### src/rtl/cpu_trace_tx_pkg.sv
// Package: cpu_trace_tx_pkg
// Purpose: shared constants, types and helpers for the CPU trace UART exporter.
//   - ASCII punctuation used in the trace line
//   - frame lengths with and without the memory-update suffix
//   - top-level FSM state encoding
//   - hex_ascii(): nibble -> uppercase ASCII hex digit
package cpu_trace_tx_pkg;

  localparam logic [7:0] SPACE = 8'h20;
  localparam logic [7:0] COLON = 8'h3A;
  localparam logic [7:0] CR    = 8'h0D;
  localparam logic [7:0] LF    = 8'h0A;

  // "PP IIII IIII IIII IIII IIII" + CRLF, optionally + " AA:DDDD"
  localparam int FRAME_LEN_BASE = 29;
  localparam int FRAME_LEN_MEM  = 37;

  typedef enum logic [1:0] {
    ST_IDLE = 2'd0,
    ST_LOAD = 2'd1,
    ST_SEND = 2'd2
  } state_t;

  function automatic logic [7:0] hex_ascii(input logic [3:0] nib);
    if (nib < 4'd10)
      return 8'h30 + {4'h0, nib};
    else
      return 8'h37 + {4'h0, nib};
  endfunction

endpackage

### src/rtl/cpu_trace_tx_uart_tx_8n1.sv
// Module: uart_tx_8n1
// Purpose: 8N1 UART transmitter, LSB first, one character per start pulse.
// Ports:
//   CLK    in   system clock
//   RST    in   asynchronous active-high reset (tx forced high)
//   start  in   load data and begin a character; honoured only when ready=1
//   data   in   8-bit character
//   tx     out  serial line, idle high
//   ready  out  idle, or in the last cycle of the stop bit (allows back-to-back chars)
module uart_tx_8n1 #(
  parameter int CLKS_PER_BIT = 868
) (
  input  logic       CLK,
  input  logic       RST,
  input  logic       start,
  input  logic [7:0] data,
  output logic       tx,
  output logic       ready
);

  localparam int CW = (CLKS_PER_BIT > 1) ? $clog2(CLKS_PER_BIT) : 1;

  logic [CW-1:0] baud_cnt_reg;
  logic [3:0]    bit_idx_reg;
  logic [9:0]    shift_reg;
  logic          active_reg;
  logic          last_tick;

  assign last_tick = (baud_cnt_reg == CW'(CLKS_PER_BIT - 1));
  assign ready     = !active_reg || (last_tick && bit_idx_reg == 4'd9);

  // The line is the LSB of the shift register; shifting in ones leaves it
  // idle-high once the stop bit has gone out, and reset to all ones makes tx
  // high as soon as RST asserts.
  assign tx = shift_reg[0];

  always_ff @(posedge CLK or posedge RST) begin
    if (RST) begin
      baud_cnt_reg <= '0;
      bit_idx_reg  <= '0;
      shift_reg    <= '1;
      active_reg   <= 1'b0;
    end else if (start && ready) begin
      shift_reg    <= {1'b1, data, 1'b0};
      baud_cnt_reg <= '0;
      bit_idx_reg  <= '0;
      active_reg   <= 1'b1;
    end else if (active_reg) begin
      if (last_tick) begin
        baud_cnt_reg <= '0;
        shift_reg    <= {1'b1, shift_reg[9:1]};
        if (bit_idx_reg == 4'd9)
          active_reg <= 1'b0;
        else
          bit_idx_reg <= bit_idx_reg + 4'd1;
      end else begin
        baud_cnt_reg <= baud_cnt_reg + CW'(1);
      end
    end
  end

endmodule

### src/rtl/cpu_trace_tx.sv
// Module: cpu_trace_tx
// Purpose: latch one CPU pipeline snapshot on snap and send it as an ASCII
//   hex line "PP IIII IIII IIII IIII IIII[ AA:DDDD]\r\n" over an 8N1 UART.
// Ports:
//   CLK, RST                 clock, asynchronous active-high reset
//   snap                     one-cycle snapshot request
//   pc, *_insn               PC and the IF/ID/EX/MEM/WB instructions
//   memupdate/memaddr/memdata optional data-memory update appended to the line
//   tx                       UART serial output, idle high
//   busy                     frame in progress; snap is dropped while high
//   overrun_cnt              saturating count of dropped snaps
module cpu_trace_tx
  import cpu_trace_tx_pkg::*;
#(
  parameter int CLKS_PER_BIT = 868
) (
  input  logic        CLK,
  input  logic        RST,
  input  logic        snap,
  input  logic [7:0]  pc,
  input  logic [15:0] if_insn,
  input  logic [15:0] id_insn,
  input  logic [15:0] ex_insn,
  input  logic [15:0] mem_insn,
  input  logic [15:0] wb_insn,
  input  logic        memupdate,
  input  logic [7:0]  memaddr,
  input  logic [15:0] memdata,
  output logic        tx,
  output logic        busy,
  output logic [7:0]  overrun_cnt
);

  // Index of the CR when no memory suffix is present.
  localparam logic [5:0] TAIL_IDX = 6'(FRAME_LEN_BASE - 2);

  state_t      state_reg;
  logic        busy_reg;
  logic [7:0]  overrun_cnt_reg;
  logic [7:0]  pc_reg;
  logic [15:0] insn_reg [5];
  logic        memupdate_reg;
  logic [7:0]  memaddr_reg;
  logic [15:0] memdata_reg;
  logic [5:0]  char_idx_reg;
  logic        start_reg;

  logic [7:0]  frame_chars [64];
  logic [7:0]  char_data;
  logic [5:0]  last_idx;
  logic        uart_ready;

  // Character table laid out for the long (memory-update) frame; the short
  // frame reuses the first 27 entries and swaps CRLF in at TAIL_IDX.
  assign frame_chars[0] = hex_ascii(pc_reg[7:4]);
  assign frame_chars[1] = hex_ascii(pc_reg[3:0]);

  generate
    for (genvar gi = 0; gi < 5; gi++) begin : g_stage
      assign frame_chars[2 + gi*5] = SPACE;
      assign frame_chars[3 + gi*5] = hex_ascii(insn_reg[gi][15:12]);
      assign frame_chars[4 + gi*5] = hex_ascii(insn_reg[gi][11:8]);
      assign frame_chars[5 + gi*5] = hex_ascii(insn_reg[gi][7:4]);
      assign frame_chars[6 + gi*5] = hex_ascii(insn_reg[gi][3:0]);
    end
    for (genvar gi = FRAME_LEN_MEM; gi < 64; gi++) begin : g_unused
      assign frame_chars[gi] = 8'h00;
    end
  endgenerate

  assign frame_chars[27] = SPACE;
  assign frame_chars[28] = hex_ascii(memaddr_reg[7:4]);
  assign frame_chars[29] = hex_ascii(memaddr_reg[3:0]);
  assign frame_chars[30] = COLON;
  assign frame_chars[31] = hex_ascii(memdata_reg[15:12]);
  assign frame_chars[32] = hex_ascii(memdata_reg[11:8]);
  assign frame_chars[33] = hex_ascii(memdata_reg[7:4]);
  assign frame_chars[34] = hex_ascii(memdata_reg[3:0]);
  assign frame_chars[35] = CR;
  assign frame_chars[36] = LF;

  always_comb begin
    char_data = frame_chars[char_idx_reg];
    if (!memupdate_reg && char_idx_reg == TAIL_IDX)
      char_data = CR;
    if (!memupdate_reg && char_idx_reg == TAIL_IDX + 6'd1)
      char_data = LF;
  end

  assign last_idx    = memupdate_reg ? 6'(FRAME_LEN_MEM - 1) : 6'(FRAME_LEN_BASE - 1);
  assign busy        = busy_reg;
  assign overrun_cnt = overrun_cnt_reg;

  always_ff @(posedge CLK or posedge RST) begin
    if (RST) begin
      state_reg       <= ST_IDLE;
      busy_reg        <= 1'b0;
      overrun_cnt_reg <= '0;
      pc_reg          <= '0;
      for (int i = 0; i < 5; i++) insn_reg[i] <= '0;
      memupdate_reg   <= 1'b0;
      memaddr_reg     <= '0;
      memdata_reg     <= '0;
      char_idx_reg    <= '0;
      start_reg       <= 1'b0;
    end else begin
      if (snap && busy_reg && overrun_cnt_reg != 8'hFF)
        overrun_cnt_reg <= overrun_cnt_reg + 8'd1;

      case (state_reg)
        ST_IDLE: begin
          if (snap) begin
            pc_reg        <= pc;
            insn_reg[0]   <= if_insn;
            insn_reg[1]   <= id_insn;
            insn_reg[2]   <= ex_insn;
            insn_reg[3]   <= mem_insn;
            insn_reg[4]   <= wb_insn;
            memupdate_reg <= memupdate;
            memaddr_reg   <= memaddr;
            memdata_reg   <= memdata;
            busy_reg      <= 1'b1;
            state_reg     <= ST_LOAD;
          end
        end
        ST_LOAD: begin
          char_idx_reg <= '0;
          start_reg    <= 1'b1;
          state_reg    <= ST_SEND;
        end
        ST_SEND: begin
          // start stays asserted while characters remain, so the UART picks
          // up the next one in the last stop-bit cycle with no idle gap.
          if (start_reg) begin
            if (uart_ready) begin
              if (char_idx_reg == last_idx)
                start_reg <= 1'b0;
              else
                char_idx_reg <= char_idx_reg + 6'd1;
            end
          end else if (uart_ready) begin
            // ready with nothing queued = last cycle of the final stop bit
            busy_reg  <= 1'b0;
            state_reg <= ST_IDLE;
          end
        end
        default: state_reg <= ST_IDLE;
      endcase
    end
  end

  uart_tx_8n1 #(
    .CLKS_PER_BIT(CLKS_PER_BIT)
  ) u_uart (
    .CLK  (CLK),
    .RST  (RST),
    .start(start_reg),
    .data (char_data),
    .tx   (tx),
    .ready(uart_ready)
  );

endmodule
### config.mk
export PLATFORM = sky130hd
export DESIGN_NAME = cpu_trace_tx
export DESIGN_NICKNAME = d
export VERILOG_FILES = /design/src/rtl/cpu_trace_tx_pkg.sv /design/src/rtl/cpu_trace_tx_uart_tx_8n1.sv /design/src/rtl/cpu_trace_tx.sv
export SDC_FILE = /design/constraint.sdc
export NUM_CORES = 1
export LEC_CHECK = 0
export CAP_MARGIN = 5
export CORE_MARGIN = 2
export CORE_UTILIZATION = 55
export DETAILED_ROUTE_END_ITERATION = 16
export GPL_ROUTABILITY_DRIVEN = 0
export GPL_TIMING_DRIVEN = 0
export HOLD_SLACK_MARGIN = 0.06
export PLACE_DENSITY = 0.79
export SYNTH_ARGS = -nofsm -noshare
export SYNTH_HDL_FRONTEND = slang
export SYNTH_HIERARCHICAL = 1
export SYNTH_SLANG_ARGS = --single-unit
### constraint.sdc
create_clock -name CLK -period 7.5 [get_ports CLK]
set_input_delay 1.125 -clock CLK [delete_from_list [all_inputs] [get_ports CLK]]
set_output_delay 1.125 -clock CLK [all_outputs]
set_load 0.03 [all_outputs]
==> results.txt <==
* Status: complete, no violations
- After synthesis, the netlist uses 75 different library cells.
* Post-route design area: about 13000 µm²
- Antenna violations before repair: 0
* Power share of the combinational group: 0.430
- Clock-pin slew was measured on the worst setup and hold paths at roughly 0.070 ns.
- Max H-tree Level: 4
- The tree is rooted in a sky130_fd_sc_hd__clkbuf_16.
- Of the post-synthesis cell area, the dominant cell type holds 0.352.
- Worst setup SP type: flip-flop
* Net switching power figure: roughly 1800 µW
* Power per Cell Area: approximately 370 nW/µm²
- After the last flow step, the layout net total stands at approximately 1400.
- Master of the slowest instance on the critical path: sky130_fd_sc_hd__a2111oi_0
* Placed insts: roughly 1500
- The tree built by TritonCTS fans out to 155 sinks.
- Once layout is complete, the utilization of the core stands at 0.677.
- Slowest Stage Delay on Critical Path: ~0.8 ns
- Part of the power in registers: 0.368
- At the worst endpoint, the required time is between 7 and 8 ns.
* Detailed-route wire length per cell: just under 20 µm
- Starting utilization of the core area: 0.558
* Accumulated negative setup slack: 0 ns
- The setup check on the worst reg-to-reg path leaves a slack of between 4 and 5 ns.
- During synthesis, Yosys emitted a total of 6 warnings.
* Fmax: 0.299 GHz
* Bufs on Longest Clock Path: 2
* Worst skew pair latency: about 0.44 ns
- Once the clock tree was built, the resizer swapped 0 gates to a different size.
- Post-Syn Instances: 1103
- Syn nets: around 1300
- Global-route total usage across every layer: 0.297
- In this run the horizontal extent of the chip is about 140 µm.
- Antenna fix cells: 0
- Shortest clock period the worst path allows after layout: about 3.3 ns
- Across the routed clock network, the largest skew measured is approximately 0.012 ns.
- Synthesized-area fraction occupied by and/or/nand/nor cells: 0.160
- Largest fanout of any net on the critical path: 10
- The number of endpoints with negative hold slack in the final report is 0.
- Count of TritonRoute iterations in the first routing pass: 7
* Hpwl dp: around 21000 µm
- TritonCTS clock tree: built
- In this run, post-CTS hold repair placed 0 buffers.
- STA puts the critical path data arrival time at about 3.7 ns.
* Capturing element type of the critical path: flip-flop
- Worst slew margin relative to its limit: 0.405
- Non-filler instance count after layout: about 1500
- The count of buffers added on input and output ports is ~130.
* RSZ-0062 raised after global routing: false
- From bottom edge to top edge, the die measures 141 µm.
- Post-synthesis mux area share: 0.141
* CP Class: flip-flop to flip-flop
- Flip-flop and latch area: just under 4000 µm²
- Setup Viol. Count Final: 0
* Max Cap Violations: 0
* Leakage power: around 0.0053 µW
- IR Drop Worst-Case VDD: approximately 0.00022 V
- Classification of the worst-slack hold path: flip-flop to flip-flop
* Number of filler instances in the final layout: ~1400
- The max-slew violation count is 0.
- The first global-routing pass estimated between 40000 and 50000 µm of wire.
- Number of violations reported at the end of detailed-routing iteration 0: around 1100
- Cell area after technology mapping: about 10000 µm²
* Cell Int Power: approximately 2800 µW
* Total Die Area: about 20000 µm²
- Core area: 18600 µm²
- In this run, synthesis produced a sequential element count of 155.
* Chain of cells forming the critical path: buf_4, buf_2, clkbuf_1, o21ai_0, a2111oi_0, o31ai_1, a21bo_2, a31oi_1
* Final worst path period share: 0.445
- The area growth from synthesis to layout is 21.4%.
- Global routing finished with a remaining overflow of 0.
* Capture point of the worst reg-to-reg path: u_uart/shift_reg[4]$_DFFE_PP1P_
- The register with the most flip-flops in the layout has 80 of them.
- Number of CTS-inserted buffers: 17
- Synth area leaders: sky130_fd_sc_hd__dfrtp_1 35%, sky130_fd_sc_hd__mux2_2 13%, sky130_fd_sc_hd__ha_1 4.5%
- Of the total power, the share spent switching nets is 0.395.
* Cells on Worst Hold Path: 2
* Number of rows in the core area: 50
- Largest area contributor in the netlist: sky130_fd_sc_hd__dfrtp_1
- Buffers added to address setup during post-CTS repair amount to 0.
- The placed instances occupy a cell area of 11900 µm².
- Clock power frac: 0.202
* Fraction of final layout cells with drive strength greater than 1: 0.163
- In this run, synthesis inferred 0 flip-flops with an integrated enable.
* Number of design rule violations left after detail routing: 0
- Number of global-route vias before repair: ~9100
- Startpoint of the worst register-to-register path: char_idx_reg[1]$_DFFE_PP0P_
- Of the total synthesized cell area, the portion taken by full adders, half adders and majority gates is 0.0447.
* Synthesized-area fraction occupied by ao, oa, aoi and oai cells: 0.190
* Endpoint with the worst hold slack: u_uart/shift_reg[5]$_DFFE_PP1P_
* Async S/R FF share, synth: 1.00
- In this run the most critical hold path is launched from u_uart/shift_reg[6]$_DFFE_PP1P_.
* Via/cell ratio: ~6.3
- The average instance in the mapped netlist occupies roughly 9.4 µm².
- Remaining antenna violation count: 0
* Count of boundary I/O pins: approximately 130
- The most used flip-flop cell after synthesis is sky130_fd_sc_hd__dfrtp_1.
- Worst reg2reg path depth: 8
* Area share of xor/xnor cells in the synthesized design: 0.0355
- Of the synthesized area, sequential elements account for 0.375.
- Routed wire length: approximately 29000 µm
* Via count: between 9000 and 10000
* Maximum number of pins on one net before global-route repair: 80
* Area of the multi-input gates: 5930 µm²
* Combinational family with the most area after synthesis: compound AO/OA/AOI/OAI gates
- Measured slew at the worst slew-check pin: between 0.8 and 0.9 ns
-- critical path: cells and delay by family (launching register included) --
| family | cells | cell delay, ns |
|---|---|---|
| AOI/OAI and AO/OA | 5 | 1.65 |
| buffers and inverters | 3 | 1.19 |
| DFF | 1 | 0.41 |
-- cell usage after synthesis, types with 4 or more instances --
library cell / count
sky130_fd_sc_hd__a2111oi_0: 7
sky130_fd_sc_hd__a211oi_1: 27
sky130_fd_sc_hd__a21bo_2: 7
sky130_fd_sc_hd__a21o_1: 4
sky130_fd_sc_hd__a21oi_1: 81
sky130_fd_sc_hd__a221oi_1: 5
sky130_fd_sc_hd__a22oi_1: 8
sky130_fd_sc_hd__a311oi_1: 8
sky130_fd_sc_hd__a31oi_1: 15
sky130_fd_sc_hd__and2_1: 7
sky130_fd_sc_hd__and3_1: 5
sky130_fd_sc_hd__and3b_1: 6
sky130_fd_sc_hd__and4b_1: 22
sky130_fd_sc_hd__buf_1: 6
sky130_fd_sc_hd__buf_2: 21
sky130_fd_sc_hd__clkbuf_1: 25
sky130_fd_sc_hd__dfrtp_1: 146
sky130_fd_sc_hd__dfstp_2: 9
sky130_fd_sc_hd__ha_1: 37
sky130_fd_sc_hd__inv_1: 73
sky130_fd_sc_hd__mux2_2: 118
sky130_fd_sc_hd__mux2i_1: 7
sky130_fd_sc_hd__nand2_1: 77
sky130_fd_sc_hd__nand2b_1: 8
sky130_fd_sc_hd__nand3_1: 25
sky130_fd_sc_hd__nand4_1: 8
sky130_fd_sc_hd__nor2_1: 55
sky130_fd_sc_hd__nor2b_1: 29
sky130_fd_sc_hd__nor3_1: 15
sky130_fd_sc_hd__nor3b_1: 4
sky130_fd_sc_hd__nor4_1: 5
sky130_fd_sc_hd__nor4b_1: 9
sky130_fd_sc_hd__o2111ai_1: 6
sky130_fd_sc_hd__o211ai_1: 14
sky130_fd_sc_hd__o21ai_0: 78
sky130_fd_sc_hd__o21ai_1: 6
sky130_fd_sc_hd__o22ai_1: 9
sky130_fd_sc_hd__o31ai_1: 8
sky130_fd_sc_hd__or3_1: 7
sky130_fd_sc_hd__xnor2_1: 37
sky130_fd_sc_hd__xor2_1: 5
-- final cells by class --
| class | count | area share |
|---|---|---|
| clock buffers | 19 | 0.0360 |
| well taps | 234 | 0.0233 |
| repair buffers | 126 | 0.102 |
| plain buffers | 57 | 0.0215 |
| multi-input cells | 817 | 0.471 |
| flip-flops and latches | 155 | 0.309 |
| inverters | 74 | 0.0225 |
| clock inverters | 13 | 0.0148 |
-- power by group through the flow --
stage | clock network [µW] | registers [µW] | logic [µW]
after floorplan | 0 | 1590 | 1510
after global placement | 0 | 1690 | 1900
after detailed placement | 0 | 1710 | 1970
after CTS | 952 | 1710 | 1990
after global routing | 986 | 1800 | 2220
final | 943 | 1720 | 2010
-- cells in the final DEF, fill, tap and decap left out, drive strengths merged, types with 6 or more instances in the layout --
master and count:
and3b 6, and2 8, dfrtp 146, and4b 22, mux2 118, o2111ai 6, clkbuf 44, a22oi 8
a21bo 7, o22ai 9, nand2 78, clkdlybuf4s50 125, nor2 55, a211oi 28, nand3 26, o21ai 84
a2111oi 7, inv 78, dfstp 9, o211ai 15, a311oi 8, nor3 15, a31oi 15, nor2b 29
or3 7, a21oi 81, buf 33, nand4 9, xnor2 37, o31ai 8, nand2b 8, mux2i 7
ha 37, nor4b 9
-- per-stage QoR --
stage / power, µW / setup slack, ns / hold WS (ns)
finish: 4680 / 4.16 / 0.495
global route: 5000 / 4.10 / 0.513
CTS: 4650 / 4.21 / 0.495
detailed placement: 3680 / 3.75 / 0.478
global placement: 3580 / 1.06 / 0.465
floorplan: 3100 / 2.88 / 0.457
-- per-layer routing --
metal  GRT usage  routed length, µm  up-vias  share of wire
li1            -                  -     4353              -
met1       0.392              12100     4497           0.42
met2       0.471              13100      512           0.45
met3      0.0651               2690      118          0.092
met4       0.138               1310        0          0.045
met5           0                  0        -              0
-- logic make-up after synthesis --
group,Yosys count
multiplexers,128
other,1
AND/OR/NAND/NOR,300
flip-flops,155
adder cells (fa/ha/maj),37
buffers and inverters,131
AO/OA/AOI/OAI,309
XOR/XNOR,42
-- how the worst max path moves through the flow --
| stage | startpoint | endpoint |
|---|---|---|
| 3_3_place_gp | RST | insn_reg[61]$_DFFE_PP0P_ |
| 6_report | char_idx_reg[1]$_DFFE_PP0P_ | u_uart/shift_reg[4]$_DFFE_PP1P_ |
| 5_1_grt | snap | insn_reg[63]$_DFFE_PP0P_ |
| 4_1_cts | snap | insn_reg[15]$_DFFE_PP0P_ |
| 3_5_place_dp | snap | insn_reg[15]$_DFFE_PP0P_ |
| 2_1_floorplan | RST | busy$_DFFE_PP0P_ |
(Power assumes the default switching activity.)
